`src/rtl/date_pkg.sv`:
```
// ============================================================================
// Module   : date_pkg
// Purpose  : Shared constants for the calendar date counter.
// Revision : 1.0 - initial release
// ============================================================================
`default_nettype none

package date_pkg;

    localparam int MONTH_W = 4;
    localparam int DAY_W   = 5;

    localparam logic [1:0] SEL_DAY   = 2'd0;
    localparam logic [1:0] SEL_MONTH = 2'd1;
    localparam logic [1:0] SEL_YEAR  = 2'd2;
    localparam logic [1:0] SEL_NONE  = 2'd3;

    localparam logic [MONTH_W-1:0] JAN = 4'd1;
    localparam logic [MONTH_W-1:0] FEB = 4'd2;
    localparam logic [MONTH_W-1:0] MAR = 4'd3;
    localparam logic [MONTH_W-1:0] APR = 4'd4;
    localparam logic [MONTH_W-1:0] MAY = 4'd5;
    localparam logic [MONTH_W-1:0] JUN = 4'd6;
    localparam logic [MONTH_W-1:0] JUL = 4'd7;
    localparam logic [MONTH_W-1:0] AUG = 4'd8;
    localparam logic [MONTH_W-1:0] SEP = 4'd9;
    localparam logic [MONTH_W-1:0] OCT = 4'd10;
    localparam logic [MONTH_W-1:0] NOV = 4'd11;
    localparam logic [MONTH_W-1:0] DEC = 4'd12;

    // Non-leap lengths; February is patched to 29 in leap years.
    localparam logic [DAY_W-1:0] BASE_DIM [12] = '{
        5'd31, 5'd28, 5'd31, 5'd30, 5'd31, 5'd30,
        5'd31, 5'd31, 5'd30, 5'd31, 5'd30, 5'd31
    };

endpackage

`default_nettype wire

```
`src/rtl/days_in_month.sv`:
```
// ============================================================================
// Module   : days_in_month
// Purpose  : Combinational month length and Gregorian leap-year flag.
// Revision : 1.0 - initial release
// ============================================================================
`default_nettype none

module days_in_month
    import date_pkg::*;
(
    input  logic [MONTH_W-1:0] month,
    input  logic [15:0]        full_year,
    output logic [DAY_W-1:0]   dim,
    output logic               leap
);

    always_comb begin
        leap = (full_year[1:0] == 2'b00) &&
               (((full_year % 16'd100) != 16'd0) || ((full_year % 16'd400) == 16'd0));
        dim  = 5'd31;
        if (month >= JAN && month <= DEC) begin
            dim = BASE_DIM[month - 4'd1];
            if (month == FEB && leap) begin
                dim = 5'd29;
            end
        end
    end

endmodule

`default_nettype wire

```
`src/rtl/calendar_date_counter.sv`:
```
// ============================================================================
// Module   : calendar_date_counter
// Purpose  : Day/month/year register with auto-advance, manual edit, load and clamp.
// Revision : 1.0 - initial release
// ============================================================================
`default_nettype none

module calendar_date_counter
    import date_pkg::*;
#(
    parameter int YEAR_W       = 7,
    parameter int YEAR_MAX     = 99,
    parameter int CENTURY_BASE = 2000
) (
    input  logic                clk,
    input  logic                rst_n,
    input  logic                tick_day,
    input  logic [1:0]          sel,
    input  logic                inc_manual,
    input  logic                dec_manual,
    input  logic                load,
    input  logic [4:0]          load_day,
    input  logic [3:0]          load_month,
    input  logic [YEAR_W-1:0]   load_year,
    output logic [4:0]          day,
    output logic [3:0]          month,
    output logic [YEAR_W-1:0]   year,
    output logic [4:0]          dim,
    output logic                leap,
    output logic                carry_month,
    output logic                carry_year,
    output logic                century_wrap
);

    localparam logic [YEAR_W-1:0] YEAR_LAST = YEAR_W'(YEAR_MAX);
    localparam logic [YEAR_W-1:0] YEAR_ONE  = YEAR_W'(1);
    localparam logic [15:0]       BASE16    = 16'(CENTURY_BASE);

    logic [DAY_W-1:0]   r_day;
    logic [MONTH_W-1:0] r_month;
    logic [YEAR_W-1:0]  r_year;
    logic               r_carry_month;
    logic               r_carry_year;
    logic               r_century_wrap;
    logic               r_tick_pending;

    logic               w_manual;
    logic               w_do_tick;
    logic               w_next_pending;
    logic [DAY_W-1:0]   w_cur_dim;
    logic               w_cur_leap;
    logic [DAY_W-1:0]   w_raw_day;
    logic [DAY_W-1:0]   w_next_day;
    logic [MONTH_W-1:0] w_next_month;
    logic [YEAR_W-1:0]  w_next_year;
    logic [DAY_W-1:0]   w_next_dim;
    logic               w_next_leap;
    logic               w_cm;
    logic               w_cy;
    logic               w_cw;

    days_in_month u_dim_cur (
        .month     (r_month),
        .full_year (BASE16 + 16'(r_year)),
        .dim       (w_cur_dim),
        .leap      (w_cur_leap)
    );

    // Second instance evaluates the candidate month/year so the day can be clamped in the same update.
    days_in_month u_dim_next (
        .month     (w_next_month),
        .full_year (BASE16 + 16'(w_next_year)),
        .dim       (w_next_dim),
        .leap      (w_next_leap)
    );

    assign w_manual       = inc_manual | dec_manual;
    assign w_do_tick      = !load && !w_manual && (tick_day || r_tick_pending);
    assign w_next_pending = !load && w_manual && (tick_day || r_tick_pending);

    always_comb begin
        w_raw_day    = r_day;
        w_next_month = r_month;
        w_next_year  = r_year;
        w_cm         = 1'b0;
        w_cy         = 1'b0;
        w_cw         = 1'b0;
        if (load) begin
            w_raw_day    = (load_day == 5'd0) ? 5'd1 : load_day;
            w_next_month = (load_month == 4'd0) ? JAN : ((load_month > DEC) ? DEC : load_month);
            w_next_year  = (load_year > YEAR_LAST) ? YEAR_LAST : load_year;
        end else if (dec_manual) begin
            case (sel)
                SEL_DAY:   w_raw_day    = (r_day <= 5'd1) ? w_cur_dim : r_day - 5'd1;
                SEL_MONTH: w_next_month = (r_month <= JAN) ? DEC : r_month - 4'd1;
                SEL_YEAR:  w_next_year  = (r_year == '0) ? YEAR_LAST : r_year - YEAR_ONE;
                default:   ;
            endcase
        end else if (inc_manual) begin
            case (sel)
                SEL_DAY:   w_raw_day    = (r_day >= w_cur_dim) ? 5'd1 : r_day + 5'd1;
                SEL_MONTH: w_next_month = (r_month >= DEC) ? JAN : r_month + 4'd1;
                SEL_YEAR:  w_next_year  = (r_year >= YEAR_LAST) ? '0 : r_year + YEAR_ONE;
                default:   ;
            endcase
        end else if (w_do_tick) begin
            if (r_day >= w_cur_dim) begin
                w_raw_day = 5'd1;
                w_cm      = 1'b1;
                if (r_month >= DEC) begin
                    w_next_month = JAN;
                    w_cy         = 1'b1;
                    if (r_year >= YEAR_LAST) begin
                        w_next_year = '0;
                        w_cw        = 1'b1;
                    end else begin
                        w_next_year = r_year + YEAR_ONE;
                    end
                end else begin
                    w_next_month = r_month + 4'd1;
                end
            end else begin
                w_raw_day = r_day + 5'd1;
            end
        end
        w_next_day = (w_raw_day > w_next_dim) ? w_next_dim : w_raw_day;
    end

    always_ff @(posedge clk or negedge rst_n) begin
        if (!rst_n) begin
            r_day          <= 5'd1;
            r_month        <= JAN;
            r_year         <= '0;
            r_carry_month  <= 1'b0;
            r_carry_year   <= 1'b0;
            r_century_wrap <= 1'b0;
            r_tick_pending <= 1'b0;
        end else begin
            r_day          <= w_next_day;
            r_month        <= w_next_month;
            r_year         <= w_next_year;
            r_carry_month  <= w_cm;
            r_carry_year   <= w_cy;
            r_century_wrap <= w_cw;
            r_tick_pending <= w_next_pending;
        end
    end

    assign day          = r_day;
    assign month        = r_month;
    assign year         = r_year;
    assign dim          = w_cur_dim;
    assign leap         = w_cur_leap;
    assign carry_month  = r_carry_month;
    assign carry_year   = r_carry_year;
    assign century_wrap = r_century_wrap;

    logic w_unused;
    assign w_unused = w_next_leap;

endmodule

`default_nettype wire
```
`config.mk`:
```
export PLATFORM = sky130hd
export DESIGN_NAME = calendar_date_counter
export DESIGN_NICKNAME = d
export VERILOG_FILES = /design/src/rtl/date_pkg.sv /design/src/rtl/days_in_month.sv /design/src/rtl/calendar_date_counter.sv
export SDC_FILE = /design/constraint.sdc
export NUM_CORES = 1
export LEC_CHECK = 0
export BUFFER_PORTS_ARGS = -buffer_cell sky130_fd_sc_hd__clkbuf_2
export CAP_MARGIN = 25
export CELL_PAD_IN_SITES_DETAIL_PLACEMENT = 0
export CELL_PAD_IN_SITES_GLOBAL_PLACEMENT = 2
export CORE_MARGIN = 3
export CORE_UTILIZATION = 39
export CTS_BUF_LIST = sky130_fd_sc_hd__clkbuf_4
export CTS_CLUSTER_DIAMETER = 120
export DETAILED_ROUTE_END_ITERATION = 6
export PLACE_DENSITY = 0.88
export SYNTH_ARGS = -nofsm -noshare
export SYNTH_HDL_FRONTEND = slang
export SYNTH_SLANG_ARGS = --single-unit
```
`constraint.sdc`:
```
create_clock -name clk -period 24.8 [get_ports clk]
set_input_delay 4.96 -clock clk [delete_from_list [all_inputs] [get_ports clk]]
set_output_delay 4.96 -clock clk [all_outputs]
set_load 0.1 [all_outputs]
```
* Word level (Yosys, flattened, before mapping)
Memory sizes are Yosys's and may differ from the RTL's.
Index checks and enable logic that the tools add are counted.
** Storage, ports and cells
- Register bits after elaboration :: 20
- ROM bits :: 160
- Input bits :: 24
- Output and inout bits :: 25
- Word-level logic and storage cells :: 126
- Memories kept :: 2
** Memories
- (no name shown) :: depth 16, width 5, read ports 1, clocked after memory_dff 0, wr ports 0, line days_in_month.sv:22 : dim = BASE_DIM[month - 4'd1];
- (no name shown) :: depth 16, width 5, read ports 1, clocked after memory_dff 0, wr ports 0, line days_in_month.sv:22
** Cells by class
- Add/sub/neg operators :: 9
- Div/mod/pow operators :: 4
- Magnitude comparators :: 14
- Eq/ne operators :: 4
- Muxes and demuxes :: 58
- Bitwise gates (word level) :: 3
- Reductions and logical operators :: 25
** Operators by type and width (count)
- 5-bit 2-to-1 mux :: 18
- 7-bit 2-to-1 mux :: 11
- 4-bit 2-to-1 mux :: 11
- 16-bit zero test :: 2
- 16-bit by 7-bit modulo with 16-bit output, second input constant :: 2
- 16-bit by 9-bit modulo with 16-bit output, second input constant :: 2
- 16-bit nonzero test :: 2
- 11-bit by 7-bit adder with 12-bit output, first input constant :: 2
- 1-bit 2-to-1 mux :: 18
- 5-bit >= comparator, second input constant :: 2
- 1-bit logical AND :: 10
- 4-bit NOT with 5-bit output :: 2
- 4-bit by 2-bit == test with 1-bit output, second input constant :: 2
- 4-bit by 1-bit >= comparator with 1-bit output, second input constant :: 2
- 4-bit less-or-equal comparator, second input constant :: 2
- 4-bit by 1-bit subtractor with 4-bit output, second input constant :: 2
- 7-bit by 1-bit adder with 7-bit output, second input constant :: 1
- 7-bit >= comparator, second input constant :: 1
- 7-bit > comparator, second input constant :: 1
- 7-bit zero test :: 1
- 7-bit by 1-bit subtractor with 7-bit output, second input constant :: 1
- 2-bit zero test :: 3
- 5-bit by 1-bit adder with 5-bit output, second input constant :: 1
- 5-bit >= comparator :: 1
- other kinds (14) :: 17

* Longest topological paths before layout
- Depth after elaboration :: 24
- Depth in mapped cells :: 70
- Depth with buffers taken out :: 64

* By module
A second synthesis with hierarchy kept.
** Second synthesis, totals
- Cell total of the unflattened synthesis :: 1036
- Area, all modules :: 7362.1 um^2
** Modules (own cells, without submodules)
- days_in_month :: times used 2, cells an instance 332, area each 2324.7 um^2, sequential area each 0.0 um^2
- calendar_date_counter :: times used 1, cells an instance 372, area each 2712.6 um^2, sequential area each 503.0 um^2

* Worst setup path after synthesis
OpenSTA, ideal clock, no wires.
- Kind :: register -> register
- From :: register r_year[5] (netlist: year[5])
- To :: register r_day[1] (netlist: day[1])
- Library setup time :: 0.125 ns
- Arrival :: 17.094 ns
- Required time :: 24.675 ns
- Slack :: 7.582 ns
- Cell stages (with the launch flop) :: 65
- Path buffers :: 4
- Period minus slack after synthesis :: 17.218 ns
- Cell sequence :: dfrtp_1 > ha_1 > inv_1 > ha_1 > clkbuf_1 > inv_1 > ha_1 > clkbuf_1 > nor2_1 > o21ai_0 > o21a_1 > xnor3_1 > o21ai_1 > nor3_1 > a2111oi_0 > and2_1 > a21oi_1 > mux2_1 > (+29 left out) > or3_4 > o32a_1 > a32o_1 > a211oi_4 > a21oi_1 > a31oi_1 > ha_1 > nand3_1 > mux2_2 > o21ai_1 > a21oi_1 > o41ai_1 > a32oi_1 > o21ai_1 > inv_1 > ha_1 > a211oi_1 > mux2_2
** On the way
- Word-level cells in the longest chain between the ends :: 24
- Elaborated cells on any way between the ends :: 60
- Those cells by class :: 5 x add/sub; 4 x div; 5 x order compare; 1 x eq/ne; 30 x mux; 1 x bitwise; 13 x reduce/logical; 1 x memory
** Ends and longest elaborated chain
- start, declared :: line calendar_date_counter.sv:41 : logic [YEAR_W-1:0] r_year;
- start signal, assigned :: line calendar_date_counter.sv:141 : r_year <= w_next_year;
- 11-bit by 7-bit adder with 12-bit output (*) :: line calendar_date_counter.sv:64 : .full_year (BASE16 + 16'(r_year)),
- 16-bit by 7-bit modulo with 16-bit output or 16-bit by 9-bit modulo with 16-bit output (tied branches) :: line days_in_month.sv:19 : (((full_year % 16'd100) != 16'd0) || ((full_year % 16'd400) == 16'd0));
- 16-bit nonzero test or 16-bit zero test (tied branches) :: line days_in_month.sv:19
- 1-bit logical OR (*) :: line days_in_month.sv:19
- 1-bit logical AND (*) :: line days_in_month.sv:18 : leap = (full_year[1:0] == 2'b00) &&
- via leap :: line calendar_date_counter.sv:29 : output logic leap,
- 1-bit logical AND (*) :: line days_in_month.sv:23 : if (month == FEB && leap) begin
- 5-bit 2-to-1 mux (*) :: line days_in_month.sv:23
- (+1 left out)
- via dim[0] :: line calendar_date_counter.sv:28 : output logic [4:0] dim,
- (+6 left out)
- via w_next_year[4] :: line calendar_date_counter.sv:55 : logic [YEAR_W-1:0] w_next_year;
- (+3 left out)
- 1-bit logical OR (*) :: line days_in_month.sv:19
- 1-bit logical AND (*) :: line days_in_month.sv:18
- 1-bit logical AND (*) :: line days_in_month.sv:23
- 5-bit 2-to-1 mux (*) :: line days_in_month.sv:23
- 5-bit 2-to-1 mux (*) :: line days_in_month.sv:21 : if (month >= JAN && month <= DEC) begin
- 5-bit > comparator :: line calendar_date_counter.sv:126 : w_next_day = (w_raw_day > w_next_dim) ? w_next_dim : w_raw_day;
- 5-bit 2-to-1 mux (*) :: line calendar_date_counter.sv:126
- via w_next_day[1] :: line calendar_date_counter.sv:53 : logic [DAY_W-1:0] w_next_day;
- end signal, assigned :: line calendar_date_counter.sv:139 : r_day <= w_next_day;
- end, declared :: line calendar_date_counter.sv:39 : logic [DAY_W-1:0] r_day;
The timed path passes the listed nets; every way through them passes the cells marked *. The select of a mux whose other input is x is not followed.

* Final worst setup path
- From :: register r_year[4] (netlist: year[4])
- To :: register r_day[1] (netlist: day[1])
** On the way
- Word-level cells in the longest chain between the ends :: 24
- Elaborated cells on any way between the ends :: 60
- Those cells by class :: 5 x add/sub; 4 x div; 5 x order compare; 1 x eq/ne; 30 x mux; 1 x bitwise; 13 x reduce/logical; 1 x memory
** Ends and longest elaborated chain (line)
- 11-bit by 7-bit adder with 12-bit output :: calendar_date_counter.sv:64
- 16-bit by 7-bit modulo with 16-bit output or 16-bit by 9-bit modulo with 16-bit output (tied branches) :: days_in_month.sv:19
- 16-bit nonzero test or 16-bit zero test (tied branches) :: days_in_month.sv:19
- 1-bit logical OR :: days_in_month.sv:19
- 1-bit logical AND :: days_in_month.sv:18
- 1-bit logical AND :: days_in_month.sv:23
- 5-bit 2-to-1 mux :: days_in_month.sv:23
- 5-bit 2-to-1 mux :: days_in_month.sv:21
- (+9 left out)
- 1-bit logical OR :: days_in_month.sv:19
- 1-bit logical AND :: days_in_month.sv:18
- 1-bit logical AND :: days_in_month.sv:23
- 5-bit 2-to-1 mux :: days_in_month.sv:23
- 5-bit 2-to-1 mux :: days_in_month.sv:21
- 5-bit > comparator :: calendar_date_counter.sv:126
- 5-bit 2-to-1 mux (*) :: calendar_date_counter.sv:126
- via w_next_day[1] :: calendar_date_counter.sv:53
Marks and branches as above.

==> qor.yml <==
place:
  place.gp.congestion: 0.901
  dp_slack_ns: 6.41
  place_hpwl_um: 19700
  port_buffers: 45
detailed_routing:
  highest_layer: "met4"
  drc: 0
  post_drt_wl_per_cell_um: 18.4
  vias_per_cell: 6.39
  firstDrtPassIters: 6
  vias: 8926
  detail_route.iter0.violations: 796
  dr_wl_met3_um: 1490
  dr_wl_met2_um: 11900
  wl_met1_um: 12000
  antenna_left: 0
  drt-total-wl_um: 25700
power_and_ir_drop:
  power_frac_comb_pct: 92.8
  swShare_pct: 60.8
  seq_power_share_pct: 4.7
  p_clk_share_pct: 2.5
  peakVddDrop_mv: 0.130
  p_switching_uw: 638
  p_int_uw: 412
  p_total_mw: 1.05
  power_density_nw_per_um2: 131
  leakage_nw: 3.01
clock_tree:
  clockBufferDepth: 2
  h-tree-depth: 1
  post-cts-setup-buffer-count: 0
  ctsHoldBuffers: 0
  clock_latency_ns: 0.30
  clkSinkCount: 20
  root_buffer: "clkbuf_4"
  cts_buffers: 3
  cts_resized: 0
  clk_pin_slew_ns: 0.12
  tritoncts: "done"
synth:
  yosysSeqAreaShare_pct: 6.54
  yosysTopAreaCell: "dfrtp_1"
  ys_types: 104
  synthArstFlopShare_pct: 100
  synth_most_common_cell: "nand2_1"
  synthCells: 1150
  synth_edf_count: 0
  synth_warnings: 0
  synth_top_area_share_pct: 5.85
  synth_top_cells_by_count: "nand2_1, nor2_1, o21ai_0"
  synthTopCellsByArea: "dfrtp_1, nand2_1, nor2_1"
  syn_area_per_cell_sq_um: 6.69
  synth_area_sq_um: 7700
  synthFlopType: "dfrtp_1"
  synth-seq-cells: 20
min_path:
  hp-class: "reg2reg"
sta:
  worst_pin_slew_ns: 0.929
  maxSlewHeadroom_pct: 37.6
  layout_min_cycle_time_ns: 18.80
  layout_setup_ws_ns: 6.00
  fin_hold_ws_ns: 0.733
  clock-skew-final_ns: 0.00913
  final_max_slew_viol_count: 0
  max_freq_ghz: 0.0532
  setup_tns_ns: 0
  rsz0062_at_grt: "no"
  setup_viol: 0
  period_share_pct: 75.8
  hold_viol: 0
finish:
  fin_util_pct: 42.2
  diodes: 0
  nets: 1196
  layout-drive-gt1-share_pct: 10.2
  syn_to_final_growth_pct: 4.39
  nFillCells: 2037
grt:
  grt_pass1_vias: 8198
  grt_pass1_wl_um: 42300
  gr-total-overflow: 0
  grtUsageTotal_pct: 22.6
  grt_max_degree: 26
  antenna_found_initial: 0
floorplan:
  die_area_sq_um: 21500
  core_area_sq_um: 19000
  dieWidth_um: 146
  fp.dieH_um: 146
  pin_count: 49
  initial_core_util_pct: 40.5
  row_count: 50
setup_path:
  critPathMaxStageDelay_ns: 0.77
  crit_type: "reg2reg"
  worstPathArrival_ns: 19.01
  crit_top_cell: "ha_1"
  crit_slowest_cell: "ha_1"
  cp_max_fo: 25
  cp-end-kind: "register"
  start_kind: "register"
  crit_required_ns: 25.00
outcome:
  status: "finished clean"
job:
  drv_cap: 0
power by group through the flow:
| stage | clock (mW) | sequential (mW) | combinational (mW) |
|---|---|---|---|
| 2_1_floorplan | 0 | 0.0651 | 0.758 |
| 3_3_place_gp | 0 | 0.0494 | 0.972 |
| 3_5_place_dp | 0 | 0.0493 | 0.954 |
| 4_1_cts | 0.0275 | 0.0486 | 0.959 |
| 5_1_grt | 0.0286 | 0.0502 | 1.08 |
| 6_report | 0.0266 | 0.0489 | 0.974 |
cells by family after synthesis:
| group | count (synthesis) | share of synthesized area (%) |
|---|---|---|
| compound gates | 446 | 41.4 |
| mux | 39 | 5.33 |
| flops | 20 | 6.54 |
| xor+xnor | 48 | 5.82 |
| fa+ha+maj | 35 | 5.66 |
| simple gates | 454 | 29.4 |
| other cells | 1 | 0.0487 |
| buf+inv | 107 | 5.85 |
worst max-delay path: cells and delay by family, from the launching register on:
kind | cells | cell delay, ns
XOR/XNOR | 1 | 0.41
buffers and inverters | 5 | 0.92
AND/OR/NAND/NOR | 12 | 2.73
adder cells (fa/ha/maj) | 9 | 3.86
AO/OA/AOI/OAI | 29 | 8.22
multiplexers | 5 | 1.76
flip-flops | 1 | 0.71
final timing paths:
path / from / endpoint / slack (ns) / cells after the start
min in group asynchronous: rst_n / day[3] / 4.59 / 1
min: r_tick_pending / r_tick_pending / 0.73 / 2
max in group asynchronous: rst_n / month[0] / 19.85 / 1
max: year[4] / day[1] / 6.00 / 61
max reg2reg: year[4] / day[1] / 6.00 / 61
min reg2reg: r_tick_pending / r_tick_pending / 0.73 / 2
cell usage in the layout, fill, tap and decap left out, drive strengths merged, types with 11 or more instances in the layout:
cell type	count
clkbuf	48
a31oi	20
nand2b	20
xnor2	39
o21a	17
nand2	117
a2111oi	11
or3	20
o211ai	27
and2	20
and3	11
a21o	18
inv	36
nor3	38
mux2	16
o22ai	12
a211oi	30
o21ai	98
a211o	12
o31ai	11
nand3	49
mux2i	23
o311ai	11
ha	34
nor2	115
a21oi	73
dfrtp	18
stage by stage:
step | area, sq um | std cells
2_1_floorplan | 7700 | 1152
3_3_place_gp | 7970 | 1392
3_5_place_dp | 7980 | 1393
4_1_cts | 8030 | 1397
5_1_grt | 8030 | 1397
6_report | 8030 | 1397
per-layer routing:
metal	up-vias	track usage, %
met5	-	0
met4	0	4.14
met3	33	2.11
met2	348	37.0
met1	4145	32.8
li1	4400	-
cell type report:
cell class	instances	area, sq um	area share (%)
Multi-Input combinational cell	1025	6750	84.0
Sequential cell	20	503	6.26
Tap cell	260	325	4.05
Timing Repair Buffer	49	255	3.18
Inverter	39	148	1.84
Clock inverter	1	30.0	0.374
Clock buffer	3	22.5	0.280
sequential cells by signal, summed over array words and instances, names as in the netlist:
name / flops
day: 5
r_tick_pending: 1
year: 7
month: 4
carry_year: 1
century_wrap: 1
carry_month: 1
(Power assumes the default switching activity.)
